**config.mk**
```make
export PLATFORM = sky130hd
export DESIGN_NAME = alu_issuer
export DESIGN_NICKNAME = d
export VERILOG_FILES = /design/src/rtl/alu_issuer.sv
export SDC_FILE = /design/constraint.sdc
export NUM_CORES = 1
export LEC_CHECK = 0
export BUFFER_PORTS_ARGS = -buffer_cell sky130_fd_sc_hd__buf_4
export CORE_ASPECT_RATIO = 0.5
export CORE_UTILIZATION = 55
export CTS_BUF_LIST = sky130_fd_sc_hd__clkbuf_8
export CTS_CLUSTER_DIAMETER = 120
export CTS_CLUSTER_SIZE = 14
export DETAILED_ROUTE_END_ITERATION = 8
export HOLD_SLACK_MARGIN = 0.15
export PLACE_DENSITY = 0.86
export REMOVE_ABC_BUFFERS = 1
export SETUP_SLACK_MARGIN = 0.05
export SKIP_CTS_REPAIR_TIMING = 1
export SYNTH_ARGS = -nofsm -noshare
export SYNTH_HDL_FRONTEND = slang
export SYNTH_SLANG_ARGS = --single-unit
```
**constraint.sdc**
```tcl
create_clock -name c -period 3.3 [get_ports c]
set_clock_uncertainty 0.05 [all_clocks]
set_input_delay 0.33 -clock c [delete_from_list [all_inputs] [get_ports c]]
set_output_delay 0.33 -clock c [all_outputs]
set_load 0.02 [all_outputs]
```
**src/rtl/alu_issuer.sv**
```systemverilog
// ---------------------------------------------------------------------------
// alu_issuer
//   Initiator side of the ALU operand/instruction interface. Requests arrive
//   over a valid/ready handshake. They are registered onto the a/b/instr
//   inputs of one alu instance. The alu output is captured two edges after
//   acceptance and is returned in order, together with the caller tag,
//   through a result FIFO.
//
// Parameters
//   DEPTH      result FIFO entries (power of 2, >= 2); also the cap on
//              FIFO + in-flight operations
//   TAG_W      request/result tag width
//
// Ports
//   c          clock, all state changes on posedge
//   rst_n      asynchronous active-low reset
//   req_valid  request present
//   req_ready  request can be accepted this cycle
//   req_op     ALU opcode (alu instr encoding)
//   req_a      operand a (65 bits)
//   req_b      operand b (65 bits)
//   req_tag    caller tag, returned unchanged
//   alu_a      to alu a
//   alu_b      to alu b
//   alu_instr  to alu instr (9'h080 = NOOP)
//   alu_out    from alu out
//   res_valid  result FIFO head valid
//   res_ready  consumer takes the head
//   res_data   head result (0 when res_err)
//   res_tag    head tag
//   res_err    head op was illegal or divide/modulo by zero
//   busy       any op in flight or queued
// ---------------------------------------------------------------------------
module alu_issuer #(
   parameter int DEPTH = 4,
   parameter int TAG_W = 4
) (
   input  logic             c,
   input  logic             rst_n,
   input  logic             req_valid,
   output logic             req_ready,
   input  logic [8:0]       req_op,
   input  logic [64:0]      req_a,
   input  logic [64:0]      req_b,
   input  logic [TAG_W-1:0] req_tag,
   output logic [64:0]      alu_a,
   output logic [64:0]      alu_b,
   output logic [8:0]       alu_instr,
   input  logic [64:0]      alu_out,
   output logic             res_valid,
   input  logic             res_ready,
   output logic [64:0]      res_data,
   output logic [TAG_W-1:0] res_tag,
   output logic             res_err,
   output logic             busy
);

   localparam int         PTR_W  = (DEPTH > 1) ? $clog2(DEPTH) : 1;
   localparam int         OCC_W  = $clog2(DEPTH) + 1;
   localparam logic [8:0] NOOP   = 9'h080;
   localparam logic [8:0] OP_DIV = 9'h003;
   localparam logic [8:0] OP_MOD = 9'h004;

   // ALU input registers
   logic [64:0]      r_alu_a;
   logic [64:0]      r_alu_b;
   logic [8:0]       r_alu_instr;

   // Sideband pipeline: S1 = inputs on the alu, S2 = alu has latched them
   logic             r_s1_v;
   logic [TAG_W-1:0] r_s1_tag;
   logic             r_s1_err;
   logic             r_s2_v;
   logic [TAG_W-1:0] r_s2_tag;
   logic             r_s2_err;

   // Result FIFO
   logic [64:0]      r_mem_data [DEPTH];
   logic [TAG_W-1:0] r_mem_tag  [DEPTH];
   logic             r_mem_err  [DEPTH];
   logic [PTR_W-1:0] r_wr_ptr;
   logic [PTR_W-1:0] r_rd_ptr;
   logic [OCC_W-1:0] r_occ;

   logic             w_legal;
   logic             w_accept;
   logic             w_push;
   logic             w_pop;
   logic             w_full;
   logic [OCC_W-1:0] w_credit;
   logic [64:0]      w_push_data;

   // ------------------------------------------------------------------
   // Request side
   // ------------------------------------------------------------------
   assign w_legal = (req_op[8:4] == '0) &&
                    !(((req_op == OP_DIV) || (req_op == OP_MOD)) && (req_b == '0));

   // Credit covers queued results plus everything still in the pipeline,
   // so a push can never find the FIFO full without a matching pop.
   assign w_credit  = r_occ + OCC_W'(r_s1_v) + OCC_W'(r_s2_v);
   assign req_ready = rst_n && (w_credit < OCC_W'(DEPTH));
   assign w_accept  = req_valid && req_ready;

   // Stage S1: operands onto the alu. Illegal ops and idle cycles drive
   // NOOP; operands hold their last value when nothing legal is issued.
   always_ff @(posedge c or negedge rst_n) begin
      if (!rst_n) begin
         r_alu_a     <= '0;
         r_alu_b     <= '0;
         r_alu_instr <= NOOP;
         r_s1_v      <= 1'b0;
         r_s1_tag    <= '0;
         r_s1_err    <= 1'b0;
      end else begin
         r_s1_v      <= w_accept;
         r_alu_instr <= NOOP;
         if (w_accept) begin
            r_s1_tag <= req_tag;
            r_s1_err <= !w_legal;
            if (w_legal) begin
               r_alu_a     <= req_a;
               r_alu_b     <= req_b;
               r_alu_instr <= req_op;
            end
         end
      end
   end

   // Stage S2: alu latches its inputs on this edge; sideband follows.
   always_ff @(posedge c or negedge rst_n) begin
      if (!rst_n) begin
         r_s2_v   <= 1'b0;
         r_s2_tag <= '0;
         r_s2_err <= 1'b0;
      end else begin
         r_s2_v   <= r_s1_v;
         r_s2_tag <= r_s1_tag;
         r_s2_err <= r_s1_err;
      end
   end

   assign alu_a     = r_alu_a;
   assign alu_b     = r_alu_b;
   assign alu_instr = r_alu_instr;

   // ------------------------------------------------------------------
   // Result FIFO
   // ------------------------------------------------------------------
   assign w_push      = r_s2_v;
   assign w_push_data = r_s2_err ? '0 : alu_out;
   assign res_valid   = (r_occ != '0);
   assign w_pop       = res_valid && res_ready;
   assign w_full      = (r_occ == OCC_W'(DEPTH));

   // Storage needs no reset: the head is masked while the FIFO is empty.
   always_ff @(posedge c) begin
      if (w_push) begin
         r_mem_data[r_wr_ptr] <= w_push_data;
         r_mem_tag[r_wr_ptr]  <= r_s2_tag;
         r_mem_err[r_wr_ptr]  <= r_s2_err;
      end
   end

   always_ff @(posedge c or negedge rst_n) begin
      if (!rst_n) begin
         r_wr_ptr <= '0;
         r_rd_ptr <= '0;
         r_occ    <= '0;
      end else begin
         if (w_push) r_wr_ptr <= r_wr_ptr + PTR_W'(1);
         if (w_pop)  r_rd_ptr <= r_rd_ptr + PTR_W'(1);
         case ({w_push, w_pop})
            2'b10:   r_occ <= r_occ + OCC_W'(1);
            2'b01:   r_occ <= r_occ - OCC_W'(1);
            default: r_occ <= r_occ;
         endcase
      end
   end

   assign res_data = res_valid ? r_mem_data[r_rd_ptr] : '0;
   assign res_tag  = res_valid ? r_mem_tag[r_rd_ptr]  : '0;
   assign res_err  = res_valid ? r_mem_err[r_rd_ptr]  : 1'b0;

   assign busy = r_s1_v || r_s2_v || (r_occ != '0);

   // A push into a full FIFO without a simultaneous pop would drop a result.
   a_no_overflow: assert property (@(posedge c) disable iff (!rst_n)
                                   !(w_push && w_full && !w_pop));

endmodule

```
==> run_results.csv <==
group,metric,value,unit
layout,area_delta_synth_final,37.4,%
power,leakagePower,9.86,nW
global_routing,track_usage,25.8,%
layout,nNetsFinal,1770,
min_path,hold_class,"in -> reg",
route,route.detailed.drc,0,
die,io_pins,424,
yosys,ys.flop_type,"edfxtp_1",
global_routing,grt_overflow,0,
route,avgViaCountPerCell,5.57,
die,die_x,251,um
global_routing,grt_pass1_vias,10800,
yosys,async_flop_share,36.1,%
power,clock_power_share,17.7,%
worst_setup_path,worstPathArrival,3540,ps
worst_setup_path,ff2ff_path_depth,7,
placed_design,io_buffer_count,423,
route,vias,11000,
yosys,ys_types,35,
placed_design,gp_congestion,0.877,
timing,max_clock_freq,318,MHz
die,core,30300,sq um
cts,cts_num_sinks,438,
global_routing,grt_pass1_wl,61400,um
yosys,yosys_register_bits,438,
power,vdd_drop_max,389,uV
yosys,synth_area_per_cell,18.8,sq um
timing,slew_violations,0,
timing,fin_crit_sh,95.4,%
timing,tns,0,ps
timing,fin_crit,3150,ps
global_routing,grt_antenna_before_repair,5,
power,netSwitchingFraction,34.0,%
power,internal_power,10.5,mW
layout,final_common_cell,"buf_4",
power,combPwrFrac,37.8,%
yosys,ys_top_cells_by_area,"edfxtp_1 (49%), dfrtp_1 (23%), mux4_2 (9.3%)",
die,die_area,31700,sq um
yosys,yosysWarnings,0,
placed_design,dpl.hpwl,27800,um
yosys,synth_cells,906,
yosys,synth_top_area_share,49.4,%
worst_setup_path,endpoint_kind,"register",
layout,drive_gt1_share,42.1,%
yosys,synth_top_area_cell,"edfxtp_1",
timing,hold_violations,0,
layout,instances_no_fill,1968,
layout,n_fill_cell,1534,
power,netSwitchingPower,5.43,mW
timing,setup_ws,153,ps
timing,slew_headroom,33.3,%
cts,cts.clk_slew.worst_paths,100,ps
worst_setup_path,timing_worst_setup_path_type,"reg -> reg",
yosys,synth_edf_count,280,
cts,clock_path_buffers,3,
timing,setup_viol_count_final,0,
layout,final_cell_mix,"buf_4 (442), edfxtp_1 (280), dlygate4sd3_1 (201)",
die,start_util,56.1,%
status,status,"finished, final reports clean",
min_path,hold_depth,2,
cts,ctsRootBufferMaster,"clkbuf_8",
flow_run,maxCapViolations,0,
route,drt-total-wl,47800,um
power,power.total,16.0,mW
placed_design,pre_cts_slack,299,ps
yosys,synth_seq_area_share,72.6,%
route,dr.pass1.iters,5,
cts,tritoncts,"built",
cts,htree_num_levels,2,
route,final_antenna_net_count,0,
power,seq_power_share,44.5,%
cts,clk_latency,560,ps
yosys,syn_area,17000,sq um
die,fp-row-count,45,
global_routing,grt_max_degree,73,
power,powerDensity,683,nW/um^2
route,drt-initial-drc-count,806,
worst_setup_path,cp_max_fo,70,
placed_design,dp_cells,1710,
layout,fin_util,77.0,%
worst_setup_path,critPathRequiredTime,3700,ps
timing,tightest_slew,991,ps
die,die_h,126,um
cts,cts-buffers-inserted,37,
worst_setup_path,cp-start-kind,"register",
route,routedWlPerCell,24.3,um
-- per-layer routing --
metal | global-route usage [%] | up-vias | wire (um)
li1 | - | 4676 | -
met3 | 5.58 | 139 | 2630
met2 | 44.0 | 480 | 25600
met4 | 11.7 | 0 | 1960
met5 | 0 | - | 0
met1 | 32.1 | 5674 | 17600
-- flip-flops by register name, indices dropped and copies added (netlist names) --
register and flops:
alu_a 65, alu_b 65, alu_instr 9, r_mem_data 260, r_mem_err 4, r_mem_tag 16
r_occ 3, r_rd_ptr 2, r_s1_err 1, r_s1_tag 4, r_s1_v 1, r_s2_err 1
r_s2_tag 4, r_s2_v 1, r_wr_ptr 2
-- worst max-delay path, cell delays in order (launching register included) --
cell and delay, ps:
dfrtp_1 500, ha_1 340, a21oi_1 170, nor2_1 100, mux2i_1 250, a2111oi_4 370
buf_4 750, mux2_2 460
-- cells in the mapped netlist (2+ instances only) --
master	instances
xor2_1	4
mux2_2	91
xnor2_1	3
or3_1	2
nor2_1	5
o21ai_0	2
inv_2	2
edfxtp_1	280
buf_2	9
buf_1	7
nand4_1	2
buf_4	4
mux4_2	70
and3b_1	2
inv_1	6
ha_1	6
nor2b_1	65
nor4_1	17
clkbuf_1	26
nand2_1	15
dfrtp_1	157
mux2_1	39
and2_1	80
-- cell families (layout without fill, tap and decap cells) --
family                   Yosys count  in the layout  share of synthesized area (%)
other                              1              9                         0.0220
buffers and inverters             54            709                           1.35
AO/OA/AOI/OAI                      5              5                          0.294
flip-flops                       438            438                           72.6
XOR/XNOR                           7              7                          0.360
AND/OR/NAND/NOR                  193            193                           6.85
multiplexers                     201            201                           17.9
adder cells (fa/ha/maj)            7              7                          0.559
-- path summary, 6_finish.rpt --
kind                        startpoint                 to  slack, ps
min                        alu_out[27]  r_mem_data[2][27]        170
min in group asynchronous        rst_n           r_occ[2]        250
max in group asynchronous        rst_n          alu_a[41]       1090
min reg2reg                   r_s1_err           r_s2_err        340
max                             r_s2_v           alu_a[9]        150
max reg2reg                     r_s2_v           alu_a[9]        150
-- layout make-up --
cell class,instances,area [sq um],area share [%]
inverters,8,30.0,0.128
clock buffers,37,509,2.18
clock inverters,15,63.8,0.273
well taps,399,499,2.14
flip-flops and latches,438,12400,52.9
repair buffers,649,5440,23.3
multi-input cells,417,4450,19.0
diodes,5,12.5,0.0535
-- stage by stage --
step,hold slack (ps),area (sq um)
2_1_floorplan,-15.6,16800
3_3_place_gp,208,20800
3_5_place_dp,221,20800
4_1_cts,-402,21400
5_1_grt,144,23400
6_report,166,23400
-- power by group through the flow --
stage / logic (mW) / clock network (mW) / registers [mW]
4_1_cts: 5.79 / 2.80 / 7.06
3_3_place_gp: 5.67 / 0 / 7.12
3_5_place_dp: 5.77 / 0 / 7.17
6_report: 6.04 / 2.83 / 7.10
2_1_floorplan: 2.84 / 0 / 7.60
5_1_grt: 6.34 / 3.05 / 7.17
Power figures use the tool's default switching activity.
